`src/rtl/seqdet_pkg.sv`:
```
// -----------------------------------------------------------------------------
// seqdet_pkg
// Shared definitions for the programmable serial-pattern detector family.
//   SEQDET_NOL / SEQDET_OVL : overlap-mode encodings (0 = non-overlapping)
//   SEQDET_DEF_*            : configuration loaded at reset
//   seqdet_cfg_t            : configuration bundle {pattern, len, overlap}
//                             sized for the default MAX_LEN
// -----------------------------------------------------------------------------
package seqdet_pkg;

  localparam logic SEQDET_NOL = 1'b0;
  localparam logic SEQDET_OVL = 1'b1;

  localparam int SEQDET_MAX_LEN = 8;
  localparam int SEQDET_LEN_W   = $clog2(SEQDET_MAX_LEN + 1);

  localparam logic [SEQDET_MAX_LEN-1:0] SEQDET_DEF_PATTERN = 8'b0000_1001;
  localparam int                        SEQDET_DEF_LEN     = 4;
  localparam logic                      SEQDET_DEF_OVERLAP = SEQDET_NOL;

  typedef struct packed {
    logic [SEQDET_MAX_LEN-1:0] pattern;
    logic [SEQDET_LEN_W-1:0]   len;
    logic                      overlap;
  } seqdet_cfg_t;

endpackage

```
`src/rtl/seqdet_cmp.sv`:
```
// -----------------------------------------------------------------------------
// seqdet_cmp
// Purely combinational masked compare of the window {hist, x} against the
// low 'len' bits of 'pattern'. Bits at or above 'len' are ignored, so a
// len of zero compares equal; the caller is expected to gate that case.
// Ports:
//   hist    in  MAX_LEN-1  history, newest bit at LSB
//   x       in  1          bit currently presented (becomes window LSB)
//   pattern in  MAX_LEN    LSB-aligned pattern, bit [len-1] received first
//   len     in  LEN_W      effective length (already clamped)
//   eq      out 1          masked window equals pattern
// -----------------------------------------------------------------------------
module seqdet_cmp
  import seqdet_pkg::*;
#(
  parameter int MAX_LEN = SEQDET_MAX_LEN,
  parameter int LEN_W   = $clog2(MAX_LEN + 1)
) (
  input  logic [MAX_LEN-2:0] hist,
  input  logic               x,
  input  logic [MAX_LEN-1:0] pattern,
  input  logic [LEN_W-1:0]   len,
  output logic               eq
);

  logic [MAX_LEN-1:0] window;
  logic [MAX_LEN-1:0] mask;

  assign window = {hist, x};

  // Thermometer mask selecting the low 'len' bit positions
  always_comb begin
    mask = {MAX_LEN{1'b0}};
    for (int i = 0; i < MAX_LEN; i++) begin
      if (i < int'(len)) begin
        mask[i] = 1'b1;
      end else begin
        mask[i] = 1'b0;
      end
    end
  end

  assign eq = (((window ^ pattern) & mask) == {MAX_LEN{1'b0}});

endmodule

```
`src/rtl/seq_detector_prog.sv`:
```
// -----------------------------------------------------------------------------
// seq_detector_prog
// Runtime-programmable Mealy serial-pattern detector with valid qualification,
// overlapping / non-overlapping modes and a registered copy of the match.
// Optional feature macro: SEQDET_MATCH_CNT_EN adds a saturating match counter
// and the match_cnt port.
// Ports:
//   clk          in  1        rising-edge clock
//   rst          in  1        synchronous reset, active-high
//   in_valid     in  1        x carries a stream bit this cycle
//   x            in  1        serial input bit
//   cfg_load     in  1        latch cfg_* and clear history (x ignored)
//   cfg_pattern  in  MAX_LEN  pattern, LSB-aligned
//   cfg_len      in  LEN_W    pattern length (0 disables, >MAX_LEN clamps)
//   cfg_overlap  in  1        1 = overlapping detection
//   y            out 1        combinational Mealy match
//   y_q          out 1        y delayed by one clock
//   match_cnt    out CNT_W    saturating match count (macro only)
// The detector's only state is the (hist, fill) pair plus the config.
// -----------------------------------------------------------------------------
module seq_detector_prog
  import seqdet_pkg::*;
#(
  parameter int                 MAX_LEN         = SEQDET_MAX_LEN,
  parameter int                 LEN_W           = $clog2(MAX_LEN + 1),
  parameter logic [MAX_LEN-1:0] DEFAULT_PATTERN = MAX_LEN'(SEQDET_DEF_PATTERN),
  parameter int                 DEFAULT_LEN     = SEQDET_DEF_LEN,
  parameter logic               DEFAULT_OVERLAP = SEQDET_DEF_OVERLAP,
  parameter int                 CNT_W           = 8
) (
  input  logic               clk,
  input  logic               rst,
  input  logic               in_valid,
  input  logic               x,
  input  logic               cfg_load,
  input  logic [MAX_LEN-1:0] cfg_pattern,
  input  logic [LEN_W-1:0]   cfg_len,
  input  logic               cfg_overlap,
  output logic               y,
  output logic               y_q
`ifdef SEQDET_MATCH_CNT_EN
  ,
  output logic [CNT_W-1:0]   match_cnt
`endif
);

  localparam int               HIST_W   = MAX_LEN - 1;
  localparam logic [LEN_W-1:0] FILL_MAX = LEN_W'(MAX_LEN - 1);
  localparam logic [LEN_W-1:0] DEF_LEN  = (DEFAULT_LEN > MAX_LEN) ?
                                          LEN_W'(MAX_LEN) : LEN_W'(DEFAULT_LEN);

  logic [MAX_LEN-1:0] pattern_r;
  logic [LEN_W-1:0]   len_r;
  logic               overlap_r;
  logic [HIST_W-1:0]  hist_r;
  logic [LEN_W-1:0]   fill_r;
  logic               y_q_r;

  logic [LEN_W-1:0]   len_clamped_s;
  logic               len_ok_s;
  logic               cmp_eq_s;
  logic               y_s;

  // Clamp the requested length so stored L never exceeds MAX_LEN
  always_comb begin
    len_clamped_s = cfg_len;
    if (int'(cfg_len) > MAX_LEN) begin
      len_clamped_s = LEN_W'(MAX_LEN);
    end else begin
      len_clamped_s = cfg_len;
    end
  end

  // Enough history held for a full-length window; L = 0 never matches
  always_comb begin
    len_ok_s = 1'b0;
    if (len_r == {LEN_W{1'b0}}) begin
      len_ok_s = 1'b0;
    end else begin
      len_ok_s = (fill_r >= (len_r - LEN_W'(1)));
    end
  end

  seqdet_cmp #(
    .MAX_LEN (MAX_LEN),
    .LEN_W   (LEN_W)
  ) u_cmp (
    .hist    (hist_r),
    .x       (x),
    .pattern (pattern_r),
    .len     (len_r),
    .eq      (cmp_eq_s)
  );

  // Reset and cfg_load both force the Mealy output low
  assign y_s = in_valid & ~cfg_load & ~rst & len_ok_s & cmp_eq_s;
  assign y   = y_s;
  assign y_q = y_q_r;

  // Config, history/fill and registered-match state
  always_ff @(posedge clk) begin
    if (rst) begin
      pattern_r <= DEFAULT_PATTERN;
      len_r     <= DEF_LEN;
      overlap_r <= DEFAULT_OVERLAP;
      hist_r    <= {HIST_W{1'b0}};
      fill_r    <= {LEN_W{1'b0}};
      y_q_r     <= 1'b0;
    end else begin
      y_q_r <= y_s;
      if (cfg_load) begin
        pattern_r <= cfg_pattern;
        len_r     <= len_clamped_s;
        overlap_r <= cfg_overlap;
        hist_r    <= {HIST_W{1'b0}};
        fill_r    <= {LEN_W{1'b0}};
      end else if (in_valid) begin
        if (y_s && (overlap_r == SEQDET_NOL)) begin
          // Matching bit is consumed: restart the search from scratch
          hist_r <= {HIST_W{1'b0}};
          fill_r <= {LEN_W{1'b0}};
        end else begin
          hist_r <= HIST_W'({hist_r, x});
          if (fill_r != FILL_MAX) begin
            fill_r <= fill_r + LEN_W'(1);
          end else begin
            fill_r <= fill_r;
          end
        end
      end else begin
        hist_r <= hist_r;
        fill_r <= fill_r;
      end
    end
  end

`ifdef SEQDET_MATCH_CNT_EN
  logic [CNT_W-1:0] cnt_r;

  assign match_cnt = cnt_r;

  // Saturating match counter, cleared on reset and reconfiguration
  always_ff @(posedge clk) begin
    if (rst) begin
      cnt_r <= {CNT_W{1'b0}};
    end else if (cfg_load) begin
      cnt_r <= {CNT_W{1'b0}};
    end else if (y_s && (cnt_r != {CNT_W{1'b1}})) begin
      cnt_r <= cnt_r + CNT_W'(1);
    end else begin
      cnt_r <= cnt_r;
    end
  end
`else
  // Counter width only matters when the counter is built
  localparam int unused_cnt_w = CNT_W;
`endif

endmodule

```
`config.mk`:
```
export PLATFORM = sky130hd
export DESIGN_NAME = seq_detector_prog
export DESIGN_NICKNAME = d
export VERILOG_FILES = /design/src/rtl/seqdet_pkg.sv /design/src/rtl/seqdet_cmp.sv /design/src/rtl/seq_detector_prog.sv
export SDC_FILE = /design/constraint.sdc
export NUM_CORES = 1
export LEC_CHECK = 0
export ABC_AREA = 1
export BUFFER_PORTS_ARGS = -buffer_cell sky130_fd_sc_hd__buf_2
export CORE_ASPECT_RATIO = 1.75
export CORE_MARGIN = 3
export CORE_UTILIZATION = 48
export CTS_BUF_LIST = sky130_fd_sc_hd__clkbuf_16
export CTS_CLUSTER_DIAMETER = 50
export DETAILED_ROUTE_END_ITERATION = 8
export PLACE_DENSITY = 0.69
export SLEW_MARGIN = 10
export SYNTH_ARGS = -nofsm -noshare
export SYNTH_HDL_FRONTEND = slang
export SYNTH_HIERARCHICAL = 1
export SYNTH_SLANG_ARGS = --single-unit
```
`constraint.sdc`:
```
create_clock -name clk -period 4.76 [get_ports clk]
set_clock_uncertainty 0.1 [all_clocks]
set_input_delay 0.952 -clock clk [delete_from_list [all_inputs] [get_ports clk]]
set_output_delay 0.952 -clock clk [all_outputs]
set_load 0.005 [all_outputs]
```
### After elaboration in Yosys (flattened, before gate mapping)

Cells that the tools add are included.

| word-level totals | value |
|---|---|
| register bits after elaboration | 25 |
| input port bits | 18 |
| output and inout port bits | 2 |
| word-level logic and storage cells | 47 |

| cells by class | value |
|---|---|
| add/sub/neg operators | 2 |
| order comparisons | 10 |
| equal/unequal tests | 1 |
| muxes and demuxes | 13 |
| bitwise gates (word level) | 9 |
| reduce and logical (&&, ||, !) cells | 6 |

Operators with widths:

| operator | number |
|---|---|
| less-than comparator 3 x 4 -> 1 bit (first input constant) | 4 |
| 2-to-1 mux 4 bit | 3 |
| 2-to-1 mux 1 bit | 9 |
| bitwise AND 8 bit | 1 |
| logical NOT 8 bit | 1 |
| less-than comparator 1 x 4 -> 1 bit (first input constant) | 2 |
| less-than comparator 2 x 4 -> 1 bit (first input constant) | 2 |
| XOR 8 bit | 1 |
| 2-to-1 mux 7 bit | 1 |
| adder 4 x 1 -> 4 bit (second input constant) | 1 |
| bitwise AND 1 bit | 4 |
| >= comparator 4 bit | 1 |
| > comparator 4 bit (second input constant) | 1 |
| logical NOT 4 bit | 1 |
| inequality test 4 x 3 -> 1 bit (second input constant) | 1 |
| subtractor 4 x 1 -> 4 bit (second input constant) | 1 |
| inverter 1 bit | 3 |
| AND reduction 2 bit | 1 |
| nonzero test 2 bit | 1 |
| OR reduction 2 bit | 1 |
| logical AND 1 bit | 1 |

### Depth between registers and ports, before layout

Gate-level depths: netlist of the first run.

| logic depth | value |
|---|---|
| depth after elaboration | 8 |
| depth in mapped cells | 16 |
| gate-level depth less buffers | 15 |

### By module

Netlist of the first run, hierarchy kept.

By module, submodules not included:

| module | instances | cells each | area an instance (um^2) | sequential area each (um^2) |
|---|---|---|---|---|
| seq_detector_prog | 1 | 135 | 1119.8 | 500.5 |
| seqdet_cmp | 1 | 64 | 247.7 | 0.0 |

### Worst setup path after synthesis of the first run

No wires, ideal clock.

| timing path | value |
|---|---|
| path kind | input -> output |
| start point | input x |
| end point | output y |
| arrival time | 1.670 ns |
| required time | 3.708 ns |
| slack | 2.038 ns |
| stages on the path | 11 |
| path buffers | 0 |
| cells stage by stage | nor2_1 -> nor2_1 -> nand2_1 -> nand2_1 -> inv_1 -> nand2_1 -> nor2_1 -> nand3_2 -> nor2_2 -> nand2_1 -> inv_1 |

| between the ends | value |
|---|---|
| cells in the longest elaborated chain, start to end | 4 |

RTL lines:

| item | RTL line | text |
|---|---|---|
| start, declared | seq_detector_prog.sv:34 | `input logic x,` |
| XOR 8 bit | seqdet_cmp.sv:43 | `assign eq = (((window ^ pattern) & mask) == {MAX_LEN{1'b0}});` |
| bitwise AND 8 bit | seqdet_cmp.sv:43 |  |
| logical NOT 8 bit | seqdet_cmp.sv:43 |  |
| net cmp_eq_s | seq_detector_prog.sv:61 | `logic cmp_eq_s;` |
| bitwise AND 1 bit | seq_detector_prog.sv:96 | `assign y_s = in_valid & ~cfg_load & ~rst & len_ok_s & cmp_eq_s;` |
| end, declared | seq_detector_prog.sv:39 | `output logic y,` |

The timed path passes the listed nets, and every way through them passes these cells.

### Worst setup path in the final report of the first run

Same ends and word-level chain as after synthesis.

==> out/results.tsv, run 1 <==
metric	value	unit
status	finished clean	
synth_top_family_by_area	simple AND/OR/NAND/NOR gates	
synthCells	199	
syn-num-nets	223	
cts_max_level	1	
muxShareOfSynthArea	0	
p_total	0.476	mW
dp.cells	241	
antenna_found_initial	0	
critPathLaunchType	primary input	
clk_path_buf_depth	2	
postRouteAntennaNets	0	
synth_edf_count	0	
cts_tree	done	
final_design_area_no_fill	0.00155	sq mm
die_h	76.6	um
synthArstFlopShare	0	
clkPwrFrac	0.399	
synthTopCellsByArea	dfxtp_1 37%, nand2_1 14%, inv_1 9.6%	
overflow	0	
dieArea	0.00355	sq mm
crit_required	3.71	ns
cp_max_fo	3	
synth_commonest_cells	52 x nand2_1, 35 x inv_1, 25 x dfxtp_1, 20 x nand3_1, 19 x nor2_1	
grt_max_degree	17	
grt_pass1_wl	5.06	mm
ys_seq_area_frac	0.366	
drv_cap	0	
cts-root-buf	clkbuf_16	
crit_type	primary input to primary output	
final_util	0.571	
numPortBuffers	19	
seq_area	500	sq um
synth_compound_area_frac	0.121	
synth-xor-area-share	0.0256	
p_leak	0.783	nW
final_nets	243	
finalSetupTns	0	ns
p_switching	0.119	mW
firstDrtPassIters	4	
syn_to_final_growth	13.6	%
drive_gt1_frac	0.165	
vias	1280	
grt_pass1_vias	1230	
synth_top_area_frac	0.366	
clkSlewWorstSetupHoldPaths	0.06	ns
clock_sinks	25	
wire_per_inst	12.3	um
cts_resized	0	
p_comb_frac	0.128	
internal_power	0.357	mW
worstPathArrival	1.96	ns
cts_hold_buf	0	
fin_crit	3.01	ns
synth.largest_area_cell	dfxtp_1	
power.share.switching	0.250	
diodes	0	
seqPwrFrac	0.473	
pin_count	20	
core	0.00272	sq mm
cts_made_buffers	3	
wirelength	3.00	mm
synth_area_per_cell	6.87	sq um
post_cts_buffers	0	
fillers	262	
drt_iter0_markers	35	
yosysWarningCount	6	
syn_area	0.00137	sq mm
period_share	0.633	
synth-seq-cells	25	
ys.flop_type	dfxtp_1	
synthAdderAreaFrac	0.0549	
power-per-cell-area	306	mW/mm^2
stdcell_count	245	
clkLatencyLatePin	0.26	ns
rows	25	
place_hpwl	2.28	mm
vdd_ir_drop_max	0.197	mV
synth_cell_types	22	
worst_slew_pin_slew	0.476	ns
synth-simple-area-share	0.318	
slew-limit-headroom	0.683	
grt_usage	0.188	
setup_viol	0	
dpl_cell_area	0.00147	sq mm
start_util	0.503	
slew_viol_final	0	
crit_path_end_kind	primary output	
multi_input_area	711	sq um
viasPerCell	5.22	
drc	0	
place_congestion	0.813	
grt_setup_unrepaired	no	
hp-class	flop to flop	
finalHoldViolCount	0	
die_x	46.4	um
synthMostInstantiatedCell	nand2_1	
fmax	332	MHz
-- cell usage in the layout (no fill, tap or decap), drive strengths merged --
cell / count
a211oi: 1
a21oi: 12
a22o: 6
buf: 19
clkbuf: 3
clkinvlp: 1
dfxtp: 25
ha: 6
inv: 35
nand2: 53
nand3: 22
nand4: 2
nor2: 23
o21ai: 4
o22a: 2
xnor2: 1
xor2: 3
-- sequential cells by signal, summed over array words and instances (netlist names) --
register	flops
len_r	4
overlap_r	1
y_q	1
fill_r	4
pattern_r	8
hist_r	7
-- cell families after synthesis --
family,after synthesis
XOR/XNOR,4
flip-flops,25
adder cells (fa/ha/maj),6
AND/OR/NAND/NOR,100
AO/OA/AOI/OAI,25
buffers and inverters,39
-- area by class of cell --
cell class / count / area share
Inverter: 35 / 0.0845
Sequential cell: 25 / 0.322
Tap cell: 27 / 0.0217
Multi-Input combinational cell: 135 / 0.457
Clock inverter: 1 / 0.00483
Clock buffer: 3 / 0.0483
Timing Repair Buffer: 19 / 0.0612
-- critical path: stages --
cell and delay, ns:
buf_2 0.11, nor2_1 0.09, nor2_1 0.06, nand2_1 0.05
nand2_1 0.05, inv_1 0.04, nand2_1 0.04, nor2_1 0.13
nand3_2 0.09, nor2_2 0.13, nand2_1 0.08, inv_1 0.05
buf_2 0.10
-- per-stage QoR --
step	setup WS, ns	hold slack, ns
final	1.75	0.393
after global routing	1.62	0.434
after CTS	1.73	0.396
after detailed placement	1.73	0.387
after global placement	1.75	0.379
after floorplan	2.04	0.358
-- routing by layer --
| layer | global-route usage | share of wire | vias up |
|---|---|---|---|
| li1 | - | - | 668 |
| met1 | 0.204 | 0.38 | 582 |
| met2 | 0.337 | 0.57 | 24 |
| met3 | 0.0213 | 0.030 | 6 |
| met4 | 0.0826 | 0.017 | 0 |
| met5 | 0 | 0 | - |
-- power groups by stage --
| stage | Sequential, mW | Clock (mW) | Combinational, mW |
|---|---|---|---|
| floorplan | 0.228 | 0 | 0.0436 |
| global placement | 0.229 | 0 | 0.0576 |
| detailed placement | 0.230 | 0 | 0.0612 |
| CTS | 0.225 | 0.194 | 0.0615 |
| global route | 0.226 | 0.203 | 0.0709 |
| finish | 0.225 | 0.190 | 0.0611 |
-- final timing paths --
path / depth (start not counted) / slack (ns) / startpoint / endpoint
setup / recovery: 13 / 1.75 / x / y
hold / removal: 2 / 0.39 / hist_r[6]$_SDFFE_PP0P_ / hist_r[6]$_SDFFE_PP0P_
setup reg to reg: 13 / 2.49 / len_r[0]$_SDFFE_PP0P_ / fill_r[1]$_SDFFE_PP0P_
hold reg to reg: 2 / 0.39 / hist_r[6]$_SDFFE_PP0P_ / hist_r[6]$_SDFFE_PP0P_
Power figures use the tool's default switching activity.
==> run 2, diff against run 1 <==
Clock period 4.76 ns to 3 ns, I/O delays scaled along.
==> out/results.tsv, run 2 (same netlist as run 1, synthesis figures left out) <==
metric	value	unit	change
status	finished clean		
setup_viol	0		unchanged
finalSetupTns	0	ns	unchanged
grt_max_degree	17		unchanged
viasPerCell	5.15		-1.4%
power-per-cell-area	478	mW/mm^2	+56%
wirelength	2.84	mm	-5.5%
drc	0		unchanged
crit_type	flop to primary output		
grt_usage	0.174		-0.0149
rows	25		unchanged
holdWs	0.397	ns	+0.00467 ns
critPathLaunchType	flop		
wire_per_inst	11.6	um	-5.5%
crit_required	2.30	ns	-1.41 ns
largest_reg_flops	8		unchanged
postRouteAntennaNets	0		unchanged
die_x	46.4	um	unchanged
vias	1262		-1.4%
place_congestion	0.818		+0.55%
holdPathStages	2		unchanged
start_util	0.503		unchanged
cts_made_buffers	3		unchanged
cts_hold_buf	0		unchanged
fmax	391	MHz	
fin_crit	2.56	ns	
syn_to_final_growth	13.4	%	
place_hpwl	2.26	mm	-1.1%
cts_resized	0		unchanged
reg.largest.list	pattern_r: 8 flops, hist_r: 7 flops		
worst_slew_pin_slew	0.449	ns	-0.0269 ns
cp_max_fo	4		+1
slew-limit-headroom	0.701		+0.0180
period_share	0.853		
drt_iter0_markers	29		-17%
r2r_cells	13		unchanged
final_nets	243		unchanged
numPortBuffers	19		unchanged
cts_tree	done		
clk_path_buf_depth	2		unchanged
worstPathArrival	1.86	ns	-0.10 ns
diodes	0		unchanged
clock_sinks	25		unchanged
post_cts_buffers	0		unchanged
grt_setup_unrepaired	no		
core	0.00272	sq mm	unchanged
clkLatencyLatePin	0.25	ns	about the same
grt_pass1_wl	4.62	mm	-8.7%
antenna_found_initial	0		unchanged
dieArea	0.00355	sq mm	unchanged
finalHoldViolCount	0		unchanged
slew_viol_final	0		unchanged
layout_common_cells	52 x nand2_1, 36 x inv_1, 25 x dfxtp_1		
firstDrtPassIters	4		unchanged
overflow	0		unchanged
cts_max_level	1		unchanged
drv_cap	0		unchanged
clkSlewWorstSetupHoldPaths	0.06	ns	about the same
crit_path_end_kind	primary output		
grt_pass1_vias	1137		-7.6%
fillers	257		-1.9%
vdd_ir_drop_max	0.304	mV	+55%
final_common_cell	nand2_1		
drive_gt1_frac	0.161		-0.00459
die_h	76.6	um	unchanged
top_register	pattern_r		
cts-root-buf	clkbuf_16		
pin_count	20		unchanged
p_leak	0.789	nW	+0.66%
hp-class	flop to flop		
==> run 2: cell types whose count changed in the layout (fill, tap and decap cells not counted), sizes merged <==
cell / delta
clkinvlp: -1
inv: +1
==> run 2: worst max-delay path, cell delays in order (launching register included) <==
cell and delay [ns]:
dfxtp_1 0.34, inv_1 0.09, ha_1 0.23, xnor2_1 0.13, ha_1 0.29, nand2_1 0.08, inv_1 0.04, nand2_1 0.06
nand3_1 0.09, nand2_1 0.10, inv_1 0.04, buf_2 0.11
==> run 2: layout make-up <==
class | count | area, sq um | share of cell area
multi-input cells | 135 | 711 | 0.458
flip-flops and latches | 25 | 500 | 0.323
inverters | 35 | 131 | 0.0847
repair buffers | 19 | 95.1 | 0.0613
clock buffers | 3 | 75.1 | 0.0484
well taps | 27 | 33.8 | 0.0218
clock inverters | 1 | 3.75 | 0.00242
==> run 2: per-stage QoR <==
step	area, sq um	instances	setup WS (ns)	power, mW	util
floorplan	1370	199	0.934	0.430	-
global placement	1470	241	0.694	0.455	0.541
detailed placement	1470	241	0.706	0.461	0.541
CTS	1550	245	0.425	0.748	0.570
global route	1550	245	0.283	0.778	0.570
finish	1550	245	0.440	0.741	0.570
==> run 2: path summary, 6_finish.rpt <==
| kind | start | to | slack, ns |
|---|---|---|---|
| worst max-delay path | len_r[0]$_SDFFE_PP0P_ | y | 0.44 |
| worst min-delay path | hist_r[6]$_SDFFE_PP0P_ | hist_r[6]$_SDFFE_PP0P_ | 0.40 |
| worst max register to register | len_r[0]$_SDFFE_PP0P_ | fill_r[1]$_SDFFE_PP0P_ | 0.80 |
| worst min register to register | hist_r[6]$_SDFFE_PP0P_ | hist_r[6]$_SDFFE_PP0P_ | 0.40 |
==> run 2: power breakdown <==
group / switching, mW / internal (mW) / total [mW] / leakage (nW)
clock: 0.111 / 0.178 / 0.289 / 0.0423
combinational: 0.0551 / 0.0407 / 0.0958 / 0.542
sequential: 0.0121 / 0.345 / 0.357 / 0.204
total: 0.178 / 0.563 / 0.741 / 0.789
==> run 2: per-layer routing <==
metal / part of all wire / track usage / wire length [um] / vias up
li1: - / - / - / 665
met1: 0.39 / 0.182 / 1110 / 585
met2: 0.58 / 0.323 / 1650 / 8
met3: 0.017 / 0.0213 / 47 / 4
met4: 0.012 / 0.0598 / 34 / 0
met5: 0 / 0 / 0 / -
==> run 3, diff against run 2 <==
Settings changed: ABC_AREA 1 to default.
==> out/results.tsv, run 3 <==
metric	value	unit	change
grt_pass1_vias	1098		-3.4%
drive_gt1_frac	0.187		+0.0262
grt_usage	0.182		+0.00877
clkLatencyLatePin	0.26	ns	about the same
vias	1131		-10%
synth_cell_types	35		+59%
wirelength	2.84	mm	+0.18%
slew_viol_final	0		unchanged
cts_made_buffers	3		unchanged
hp-start	hist_r[6]$_SDFFE_PP0P_		
cts_tree	done		
dpl_cell_area	0.00142	sq mm	-3.2%
reg.largest.list	pattern_r: 8 flops, hist_r: 7 flops		
final_design_area_no_fill	0.00152	sq mm	-1.9%
crit_type	flop to primary output		
r2r_end	fill_r[1]$_SDFFE_PP0P_		
final_nets	191		-21%
postRouteAntennaNets	0		unchanged
start_util	0.520		+0.0176
synthCells	149		-25%
hold_end	hist_r[6]$_SDFFE_PP0P_		
synth_area_per_cell	8.91	sq um	+30%
slowest_delay	0.38	ns	+0.04 ns
synth.largest_area_cell	dfxtp_1		
grt_max_degree	24		+7
crit_chain	inv_1, ha_2, xnor2_1, ha_1, o21ai_0, nand2b_1, nand2_1, a2111oi_2, buf_2		
place_ws	0.308	ns	-0.398 ns
ys.flop_type	dfxtp_1		
cpLargestDelayFamily	adder cells		
critPathBufInv	2		-2
fin_crit	2.81	ns	+0.249 ns
viasPerCell	5.89		+14%
yosysWarningCount	6		unchanged
vdd_ir_drop_max	0.418	mV	+37%
muxShareOfSynthArea	0.0679		+0.0679
period_share	0.937		+0.0832
final_common_cell	dfxtp_1		
drc	0		unchanged
cp_max_fo	6		+2
ys_seq_area_frac	0.377		+0.0110
crit_start	len_r[0]$_SDFFE_PP0P_		
synth_top_area_frac	0.377		+0.0110
place_congestion	0.853		+4.3%
power-per-cell-area	496	mW/mm^2	+3.7%
dieArea	0.00346	sq mm	-2.6%
place_hpwl	2.06	mm	-8.9%
die_h	75.6	um	-1.4%
syn_to_final_growth	14.6	%	
synth_top_family_by_area	simple AND/OR/NAND/NOR gates		
die_x	45.8	um	-1.3%
finalSetupTns	0	ns	unchanged
synthArstFlopShare	0		unchanged
synth_compound_area_frac	0.172		+0.0508
worstPathArrival	2.11	ns	+0.25 ns
layout_common_cells	22 x dfxtp_1, 19 x buf_2, 16 x nor2_1		
clock_sinks	25		unchanged
largest_reg_flops	8		unchanged
grt_pass1_wl	4.73	mm	+2.2%
fmax	356	MHz	-8.9%
synthMostInstantiatedCell	dfxtp_1		
pin_count	20		unchanged
firstDrtPassIters	4		unchanged
clkSlewWorstSetupHoldPaths	0.07	ns	about the same
synth_commonest_cells	25 x dfxtp_1, 16 x nor2_1, 11 x a21oi_1, 11 x nand2b_1, 10 x nand3_1		
r2r_cells	9		-4
timing.rr.start	len_r[3]$_SDFFE_PP0P_		
cts_max_level	1		unchanged
top_register	pattern_r		
critPathLaunchType	flop		
status	finished clean		
slew-limit-headroom	0.715		+0.0149
hp-class	flop to flop		
synth-simple-area-share	0.223		-0.0950
synthAdderAreaFrac	0.0566		+0.00166
p_total	0.755	mW	+1.8%
crit_path_end_kind	primary output		
antenna_found_initial	0		unchanged
core	0.00255	sq mm	-6.2%
rows	24		-4.0%
finalHoldViolCount	0		unchanged
drv_cap	0		unchanged
holdWs	0.387	ns	-0.0100 ns
crit_required	2.30	ns	about the same
syn-num-nets	173		-22%
synth-xor-area-share	0.0660		+0.0404
setup_viol	0		unchanged
overflow	0		unchanged
synth_edf_count	0		unchanged
diodes	0		unchanged
r2r_slack	0.54	ns	-0.26 ns
clk_path_buf_depth	2		unchanged
cts-root-buf	clkbuf_16		
p_leak	0.648	nW	-18%
synthTopCellsByArea	dfxtp_1 38%, mux2i_1 6.8%, ha_1 5.7%		
layout_setup_ws	0.190	ns	-0.249 ns
slowest_stage	dfxtp_2		
worst_slew_pin_slew	0.421	ns	-0.0274 ns
synth-seq-cells	25		unchanged
holdPathStages	2		unchanged
numPortBuffers	19		unchanged
syn_area	0.00133	sq mm	-2.9%
wire_per_inst	14.8	um	+28%
drt_iter0_markers	31		+6.9%
-- run 3: repair_timing --
item	4_1_cts	5_1_grt
hold buffers	0	0
endpoints found under the setup margin	0	1
buffers inserted	0	0
gates resized for setup	0	7
-- run 3: power by group --
part / total, mW / switching [mW] / internal (mW)
clock network: 0.306 / 0.125 / 0.181
logic: 0.0913 / 0.0494 / 0.0419
registers: 0.358 / 0.0138 / 0.344
-- run 3: metal layers --
| layer | GRT usage | vias to the layer above | routed length, um |
|---|---|---|---|
| met2 | 0.331 | 21 | 1570 |
| li1 | - | 562 | - |
| met3 | 0.0213 | 4 | 82 |
| met1 | 0.211 | 544 | 1150 |
| met4 | 0.0665 | 0 | 41 |
| met5 | 0 | - | 0 |
-- run 3: stage by stage --
| stage | utilization | instances |
|---|---|---|
| after floorplan | - | 149 |
| after global placement | 0.558 | 188 |
| after detailed placement | 0.558 | 188 |
| after CTS | 0.590 | 192 |
| after global routing | 0.596 | 192 |
| final | 0.596 | 192 |
-- run 3: how the worst max path moves through the flow --
stage / endpoint / slack, ns / cells past startpoint
6_report: y / 0.19 / 9
5_1_grt: y / -0.008 / 7
4_1_cts: y / 0.004 / 7
3_5_place_dp: y / 0.31 / 7
3_3_place_gp: y / 0.38 / 7
2_1_floorplan: y / 0.52 / 8
-- run 3: worst min-delay path: cells and delay by family, from the launching register on --
| family | cells | cell delay [ns] |
|---|---|---|
| DFF | 1 | 0.32 |
| AOI/OAI and AO/OA | 1 | 0.05 |
| and+or+nand+nor | 1 | 0.07 |
-- run 3: cells by family (layout without fill, tap and decap cells) --
kind of cell / count (synthesis) / count (layout)
and+or+nand+nor: 56 / 56
xor gates and xnor gates: 10 / 10
buffers and inverters: 11 / 28
AOI/OAI and AO/OA: 32 / 32
DFF: 25 / 25
adders and majority gates: 6 / 6
muxes: 9 / 9
-- run 3: final cells by class --
class                           instances  area, sq um
Fill cell                             232         1030
Multi-Input combinational cell        113          786
Sequential cell                        25          507
Timing Repair Buffer                   19         95.1
Clock buffer                            3         75.1
Tap cell                               26         32.5
Inverter                                5         18.8
Clock inverter                          1         7.51
